===== config.mk =====
export PLATFORM = sky130hd
export DESIGN_NAME = present_dec80
export DESIGN_NICKNAME = d
export VERILOG_FILES = /design/src/rtl/present_pkg.sv /design/src/rtl/present_inv_sbox.sv /design/src/rtl/present_sbox.sv /design/src/rtl/present_dec80.sv
export SDC_FILE = /design/constraint.sdc
export NUM_CORES = 1
export LEC_CHECK = 0
export ABC_AREA = 1
export BUFFER_PORTS_ARGS = -buffer_cell sky130_fd_sc_hd__buf_4
export CAP_MARGIN = 20
export CELL_PAD_IN_SITES_DETAIL_PLACEMENT = 0
export CELL_PAD_IN_SITES_GLOBAL_PLACEMENT = 1
export CORE_UTILIZATION = 41
export DETAILED_ROUTE_END_ITERATION = 7
export PLACE_DENSITY_LB_ADDON = 0.1
export RECOVER_POWER = 100
export SYNTH_ARGS = -nofsm -noshare
export SYNTH_HDL_FRONTEND = slang
export SYNTH_HIERARCHICAL = 1
export SYNTH_SLANG_ARGS = --single-unit

===== constraint.sdc =====
create_clock -name clk -period 2.02 [get_ports clk]
set_input_delay 0.202 -clock clk [delete_from_list [all_inputs] [get_ports clk]]
set_output_delay 0.202 -clock clk [all_outputs]
set_load 0.005 [all_outputs]

===== src/rtl/present_pkg.sv =====
// present_pkg: shared PRESENT round count, FSM encoding and pLayer index
package present_pkg;
  localparam int PRESENT_ROUNDS = 31;
  typedef enum logic [1:0] {IDLE, KEYEXP, DEC, FIN} state_t;
  function automatic logic [5:0] p_idx(input int j);
    return (j == 63) ? 6'd63 : 6'((16 * j) % 63);
  endfunction
endpackage


===== src/rtl/present_inv_sbox.sv =====
// present_inv_sbox: inverse PRESENT 4-bit S-box
module present_inv_sbox (
  input  logic [3:0] x,
  output logic [3:0] y
);
  // inverse substitution table lookup
  always_comb begin
    y = 4'h0;
    case (x)
      4'h0: y = 4'h5;
      4'h1: y = 4'he;
      4'h2: y = 4'hf;
      4'h3: y = 4'h8;
      4'h4: y = 4'hc;
      4'h5: y = 4'h1;
      4'h6: y = 4'h2;
      4'h7: y = 4'hd;
      4'h8: y = 4'hb;
      4'h9: y = 4'h4;
      4'ha: y = 4'h6;
      4'hb: y = 4'h3;
      4'hc: y = 4'h0;
      4'hd: y = 4'h7;
      4'he: y = 4'h9;
      default: y = 4'ha;
    endcase
  end
endmodule


===== src/rtl/present_sbox.sv =====
// present_sbox: forward PRESENT 4-bit S-box
module present_sbox (
  input  logic [3:0] x,
  output logic [3:0] y
);
  // substitution table lookup
  always_comb begin
    y = 4'h0;
    case (x)
      4'h0: y = 4'hc;
      4'h1: y = 4'h5;
      4'h2: y = 4'h6;
      4'h3: y = 4'hb;
      4'h4: y = 4'h9;
      4'h5: y = 4'h0;
      4'h6: y = 4'ha;
      4'h7: y = 4'hd;
      4'h8: y = 4'h3;
      4'h9: y = 4'he;
      4'ha: y = 4'hf;
      4'hb: y = 4'h8;
      4'hc: y = 4'h4;
      4'hd: y = 4'h7;
      4'he: y = 4'h1;
      default: y = 4'h2;
    endcase
  end
endmodule


===== src/rtl/present_dec80.sv =====
// present_dec80: iterative PRESENT-80 decryption, key expansion then one inverse round per cycle
module present_dec80 import present_pkg::*; #(
  parameter int ROUNDS = PRESENT_ROUNDS
) (
  input  logic        clk,
  input  logic        rst,
  input  logic        start,
  input  logic [63:0] cipher_in,
  input  logic [79:0] key_in,
  output logic        busy,
  output logic        done,
  output logic [63:0] plain_out
);
  localparam logic [4:0] LAST = 5'(ROUNDS);
  state_t state, state_nx;
  logic [4:0] rc;
  logic [63:0] data_reg, ark, perm, sub;
  logic [79:0] key_reg, key_rot, key_fwd, key_x, key_t, key_inv;
  logic [3:0] s_out, is_out;
  logic accept;
  assign accept = start && !done;
  assign ark = data_reg ^ key_reg[79:16];
  for (genvar j = 0; j < 64; j++) begin : g_invp
    assign perm[j] = ark[p_idx(j)];
  end
  for (genvar n = 0; n < 16; n++) begin : g_invs
    present_inv_sbox u_isb (.x(perm[4*n +: 4]), .y(sub[4*n +: 4]));
  end
  assign key_rot = {key_reg[18:0], key_reg[79:19]};
  present_sbox u_ks (.x(key_rot[79:76]), .y(s_out));
  assign key_fwd = {s_out, key_rot[75:20], key_rot[19:15] ^ rc, key_rot[14:0]};
  assign key_x = {key_reg[79:20], key_reg[19:15] ^ rc, key_reg[14:0]};
  present_inv_sbox u_kis (.x(key_x[79:76]), .y(is_out));
  assign key_t = {is_out, key_x[75:0]};
  assign key_inv = {key_t[60:0], key_t[79:61]};
  // next-state logic; the done cycle still refuses start so throughput is one block per 65 cycles
  always_comb begin
    state_nx = IDLE;
    case (state)
      IDLE:    state_nx = accept ? KEYEXP : IDLE;
      KEYEXP:  state_nx = (rc == LAST) ? DEC : KEYEXP;
      DEC:     state_nx = (rc == 5'd1) ? FIN : DEC;
      default: state_nx = IDLE;
    endcase
  end
  // state, round counter, datapath registers and registered outputs
  always_ff @(posedge clk) begin
    if (rst) begin
      state <= IDLE;
      rc <= '0;
      data_reg <= '0;
      key_reg <= '0;
      busy <= 1'b0;
      done <= 1'b0;
      plain_out <= '0;
    end else begin
      state <= state_nx;
      busy <= (state_nx == KEYEXP) || (state_nx == DEC);
      done <= state == FIN;
      case (state)
        IDLE: if (accept) begin
          data_reg <= cipher_in;
          key_reg <= key_in;
          rc <= 5'd1;
        end
        KEYEXP: begin
          key_reg <= key_fwd;
          rc <= (rc == LAST) ? rc : rc + 5'd1;
        end
        DEC: begin
          data_reg <= sub;
          key_reg <= key_inv;
          rc <= rc - 5'd1;
        end
        default: plain_out <= ark;
      endcase
    end
  end
endmodule


Word level (Yosys, flattened, before mapping):

Memory sizes are Yosys's and may differ from the RTL's. A register that Yosys moved wholly into a read port is not among the register bits.
Index checks and enable logic that the tools add are counted.

* register bits: 217
* memory bits (read-only): 1152
* logic and storage cells: 64
* memories kept: 18

Memory list
* (name not given): words 16, bits a word 4, rd ports 1, clocked after memory_dff 0, write ports 0, RTL line present_inv_sbox.sv:9 `case (x)`
* (name not given): words 16, bits a word 4, rd ports 1, clocked after memory_dff 0, write ports 0, RTL line present_inv_sbox.sv:9
* (name not given): words 16, bits a word 4, rd ports 1, clocked after memory_dff 0, write ports 0, RTL line present_inv_sbox.sv:9
* (name not given): words 16, bits a word 4, rd ports 1, clocked after memory_dff 0, write ports 0, RTL line present_inv_sbox.sv:9
* (name not given): words 16, bits a word 4, rd ports 1, clocked after memory_dff 0, write ports 0, RTL line present_inv_sbox.sv:9
* (name not given): words 16, bits a word 4, rd ports 1, clocked after memory_dff 0, write ports 0, RTL line present_inv_sbox.sv:9
* 12 more memories

* add/subtract/negate cells: 2
* equality and inequality tests: 9
* multiplexer cells: 15
* bitwise gates (word level): 3
* reductions and logical operators: 10

Operator list (count)
* $pmux W80 S3: 1
* $pmux W64 S2: 1
* $mux W80: 1
* $mux W64: 1
* $xor A64 B64 Y64: 1
* $mux W4: 4
* $pmux W5 S3: 1
* $mux W5: 2
* $xor A5 B5 Y5: 2
* $eq A2 B2 Y1 const B: 3
* $pmux W2 S3: 1
* $add A5 B1 Y5 const B: 1
* $eq A5 B1 Y1 const B: 1
* $eq A5 B5 Y1 const B: 1
* $sub A5 B1 Y5 const B: 1
* $eq A2 B1 Y1 const B: 2
* $ne A2 B2 Y1 const B: 2
* $reduce_and A2 Y1: 2
* $reduce_and A3 Y1: 1
* $reduce_bool A3 Y1: 1
* $reduce_or A3 Y1: 1
* $logic_not A2 Y1: 1
* $mux W1: 2
* $mux W2: 1
* 4 further kinds: 4

Depth between registers and ports, before layout:

* depth in word-level cells: 6
* mapped depth: 11
* gate-level depth less buffers: 11

By module:

Netlist, hierarchy kept.

By module, submodules not included
* present_dec80: times used 1, cells an instance 1501, area an instance 10477.5 um2, seq. area each 4344.2 um2
* present_inv_sbox (g_invs[12].u_isb ...): times used 14, cells an instance 42, area an instance 235.2 um2, seq. area each 0.0 um2
* present_inv_sbox (g_invs[10].u_isb ...): times used 2, cells an instance 42, area an instance 227.7 um2, seq. area each 0.0 um2
* present_inv_sbox (g_invs[0].u_isb): times used 1, cells an instance 43, area an instance 220.2 um2, seq. area each 0.0 um2
* present_sbox: times used 1, cells an instance 41, area an instance 216.5 um2, seq. area each 0.0 um2

Least setup slack after synthesis:

Ideal clock, no wire load.

* kind: register to register
* start: reg key_reg[18]
* end: reg data_reg[11]
* arrival: 1.745 ns
* required time: 1.946 ns
* slack: 0.201 ns
* stages on the path, launching flop included: 11
* path buffers: 0
* clock period less this slack: 1.819 ns
* path through: dfxtp_1 xor2_1 inv_1 ha_1 inv_1 nand2_2 o21ai_2 nand2_1 nand2_1 nand2_1 a31oi_1

* word-level cells in the longest chain between the ends: 3

Ends and longest elaborated chain
* start: declaration: RTL line present_dec80.sv:18 `logic [79:0] key_reg, key_rot, key_fwd, key_x, key_t, key_inv;`
* start signal: assignment: RTL line present_dec80.sv:63 `key_reg <= key_in;`
* start signal: assignment: RTL line present_dec80.sv:67 `key_reg <= key_fwd;`
* start signal: assignment: RTL line present_dec80.sv:72 `key_reg <= key_inv;`
* $xor A64 B64 Y64: RTL line present_dec80.sv:22 `assign ark = data_reg ^ key_reg[79:16];`
* via ark[2]: RTL line present_dec80.sv:17 `logic [63:0] data_reg, ark, perm, sub;`
* $mem_v2 Z16 W4
* via sub[11]: RTL line present_dec80.sv:17
* $pmux W64 S2: RTL line present_dec80.sv:60 `case (state)`
* end signal: assignment: RTL line present_dec80.sv:62 `data_reg <= cipher_in;`
* end signal: assignment: RTL line present_dec80.sv:71 `data_reg <= sub;`
* end: declaration: RTL line present_dec80.sv:17

The timed path passes the listed nets, and every way through them passes these cells.
A chain may end at the register's enable or synchronous reset.

Worst setup path after layout:

* start: reg state[0]
* end: reg key_reg[23]

* word-level cells in the longest chain between the ends: 3
* elaborated cells on any way between the ends: 7
* classes of those cells: eq/ne: 3; mux: 1; reduce/logical: 3

Ends and longest elaborated chain
* start: declaration: RTL line present_dec80.sv:15 `state_t state, state_nx;`
* start signal: assignment: RTL line present_dec80.sv:57 `state <= state_nx;`
* $eq A2 B2 Y1 (tied with other cells): RTL line present_dec80.sv:60
* $reduce_bool A3 Y1 (no line) or $ne A2 B2 Y1 (tied branches)
* $reduce_and A2 Y1 (no line)

Parallel ways exist; a longest one is shown, timed or not.

==> results.yml <==
run_status:
  run_status: "finished clean"
cells_and_area:
  num-fill-cells: 3494
  utilization: 0.556
  final_design_area_no_fill_um2: 19400
  post_route_cells_drive_above_1_share: 0.166
  antenna-diode-count: 0
  largest_reg_flops: 80
  area_growth_syn_to_layout_pct: 32.2
  num-nets-final: 2878
floorplanning:
  core_area_um2: 34900
  dieHeight_um: 191
  initial_core_utilization: 0.420
  die_area_um2: 36500
  rows: 68
  io_pins: 213
  dieWidth_um: 191
global_route:
  first_global_vias: 14200
  total_overflow_reported_by_the_global_router: 0
  grt_pass1_wl_um: 83000
  antenna_violations_before_repair: 2
  pin_count_of_the_biggest_net_entering_global_routing: 83
  grt.total_usage: 0.298
yosys:
  post_synth.cell_area_avg_um2: 6.50
  synth_edf_count: 0
  synth_top_area_frac: 0.296
  synth-warning-count: 6
  dominantRegCellSynth: "sky130_fd_sc_hd__dfxtp_1"
  netlist_top_cells_area: "sky130_fd_sc_hd__dfxtp_1 30%, sky130_fd_sc_hd__nand2_1 18%, sky130_fd_sc_hd__ha_1 9.9%"
  async_reset_ff_frac: 0
  synth.ff_latch_count: 217
  yosysUniqueCellTypes: 22
  synth.cell_area_um2: 14700
  syn_nets: 2520
  yosys.cell_count.top_type: "sky130_fd_sc_hd__nand2_1"
  yosys-top-cells-count: "716 x sky130_fd_sc_hd__nand2_1, 235 x sky130_fd_sc_hd__o21ai_0, 217 x sky130_fd_sc_hd__dfxtp_1, 180 x sky130_fd_sc_hd__a21oi_1, 178 x sky130_fd_sc_hd__inv_1"
  yosysSeqAreaShare: 0.296
  syn-instance-count: 2257
  area_leader_netlist: "sky130_fd_sc_hd__dfxtp_1"
sta:
  final-max-slew-violation-count: 0
  final.setup_skew_ns: 0.0107
  min_period_over_period: 0.970
  timing_limited_maximum_frequency_mhz: 510
  final_period_minus_worst_setup_slack_ns: 1.96
  grt_setup_unrepaired: "false"
  relSlewSlack: 0.558
  timing.hold.ws_ns: 0.0160
  setup_violations: 0
  count_of_final_hold_check_violations: 0
  timing_worst_slew_pin_value_ns: 0.664
  finalSetupTns_ns: 0
run:
  timing.max_cap.violations: 0
detailed_routing:
  router_iterations_before_antenna_repair: 5
  via_per_inst: 5.14
  drt_iter0_markers: 1516
  total_vias_in_the_final_route: 15900
  detail_route.wl_per_cell_um: 18.1
  drcViolationCount: 0
  route.antenna.remaining_nets: 0
  wl_final_um: 55800
cts:
  cts-root-to-sink-buffers: 3
  insertion_delay_ns: 0.54
  numClockSinks: 217
  path_clk_slew_ns: 0.06
  clock-root-buffer: "sky130_fd_sc_hd__clkbuf_16"
  tritoncts_clock_tree: "yes"
  cts_made_buffers: 27
  htree_num_levels: 1
  post-cts-setup-buffers: 0
setup_path:
  cp_data_arrival_time_ns: 2.36
  cp_max_fo: 69
  cp_data_required_time_ns: 2.42
  timing.critical_path.to_type: "register"
  crit_type: "reg2reg"
  crit_path_start_kind: "register"
power_and_ir_drop:
  switching_power_as_a_share_of_total_power: 0.361
  p_int_mw: 9.87
  p_comb_frac: 0.343
  vdd.ir_drop.worst_uv: 559
  power_switching_mw: 5.58
  report.power.total_mw: 15.4
  pwr-share-seq: 0.324
  power_density_nw_per_um2: 797
  total_leakage_power_nw: 9.75
  clockPowerShare: 0.334
placement:
  detailed_placement_wirelength_estimate_um: 41200
  placement.cell_area_um2: 17300
  port_buffers: 212
  routabilityCongestion: 0.889
worst_hold_path:
  timing.hold.worst.class: "in2reg"
[path summary, 6_finish.rpt]
check	start	end	slack, ns	cells after the start
worst max-delay path	state[0]$_SDFF_PP0_	key_reg[23]$_SDFFE_PP0P_	0.06	5
worst min-delay path	cipher_in[60]	data_reg[60]$_SDFFE_PP0P_	0.02	3
worst max register to register	state[0]$_SDFF_PP0_	key_reg[23]$_SDFFE_PP0P_	0.06	5
worst min register to register	data_reg[57]$_SDFFE_PP0P_	data_reg[57]$_SDFFE_PP0P_	0.53	2
[cell type report]
| cell class | count | area, µm² | share of cell area |
|---|---|---|---|
| Inverter | 188 | 743 | 0.0383 |
| Sequential cell | 217 | 4350 | 0.224 |
| Clock buffer | 34 | 752 | 0.0388 |
| Tap cell | 455 | 569 | 0.0294 |
| Clock inverter | 14 | 184 | 0.00949 |
| Timing Repair Buffer | 469 | 3940 | 0.203 |
| Multi-Input combinational cell | 1712 | 8850 | 0.456 |
[per-layer routing]
| metal | wire length, µm | share of wire | GRT usage |
|---|---|---|---|
| met1 | 26100 | 0.47 | 0.426 |
| met2 | 23700 | 0.42 | 0.452 |
| met3 | 4180 | 0.075 | 0.0481 |
| met4 | 1840 | 0.033 | 0.0977 |
| met5 | 0 | 0 | 0 |
[worst max-delay path, cell delays in order, from the launching register on]
cell                      delay [ns]
sky130_fd_sc_hd__dfxtp_2        0.36
sky130_fd_sc_hd__inv_1          0.10
sky130_fd_sc_hd__ha_2           0.35
sky130_fd_sc_hd__buf_6          0.41
sky130_fd_sc_hd__o21ai_0        0.21
sky130_fd_sc_hd__a21oi_2        0.36
[timing repair]
action | 4_1_cts | 5_1_grt
hold endpoints to repair | 116 | 1
gates resized for setup | 3 | 12
cloned | 0 | 1
hold buffers | 116 | 1
pin swaps | 0 | 0
endpoints found under the setup margin | 4 | 12
[cell usage in the layout, fill, tap and decap left out, types with 26 or more instances in the layout]
| master | count |
|---|---|
| sky130_fd_sc_hd__nand3_1 | 31 |
| sky130_fd_sc_hd__o21ai_2 | 26 |
| sky130_fd_sc_hd__ha_1 | 112 |
| sky130_fd_sc_hd__inv_1 | 178 |
| sky130_fd_sc_hd__dfxtp_1 | 213 |
| sky130_fd_sc_hd__a31oi_1 | 64 |
| sky130_fd_sc_hd__clkbuf_4 | 51 |
| sky130_fd_sc_hd__o21ai_0 | 253 |
| sky130_fd_sc_hd__a21oi_1 | 179 |
| sky130_fd_sc_hd__o21ai_1 | 91 |
| sky130_fd_sc_hd__nand2_1 | 722 |
| sky130_fd_sc_hd__xor2_1 | 60 |
| sky130_fd_sc_hd__clkbuf_16 | 27 |
| sky130_fd_sc_hd__dlygate4sd3_1 | 117 |
| sky130_fd_sc_hd__buf_4 | 260 |
| sky130_fd_sc_hd__nor2_1 | 151 |
[logic make-up after synthesis]
kind of cell	after synthesis	synth area share
AND/OR/NAND/NOR	918	0.241
flip-flops	217	0.296
buffers and inverters	328	0.103
adder cells (fa/ha/maj)	116	0.0990
XOR/XNOR	64	0.0382
AO/OA/AOI/OAI	614	0.222
[power by group through the flow]
stage / clock (mW) / sequential (mW) / combinational (mW)
2_1_floorplan: 0 / 4.88 / 3.35
3_3_place_gp: 0 / 5.07 / 5.07
3_5_place_dp: 0 / 5.07 / 5.08
4_1_cts: 5.25 / 4.98 / 5.28
5_1_grt: 5.41 / 5.02 / 5.92
6_report: 5.15 / 5.00 / 5.29
[metrics by stage]
step,instances,worst slack (ns)
after floorplan,2257,0.201
after global placement,2923,-0.135
after detailed placement,2923,-0.189
after CTS,3087,0.0103
after global routing,3089,0.00253
final,3089,0.0607
Power figures use the tool's default switching activity.
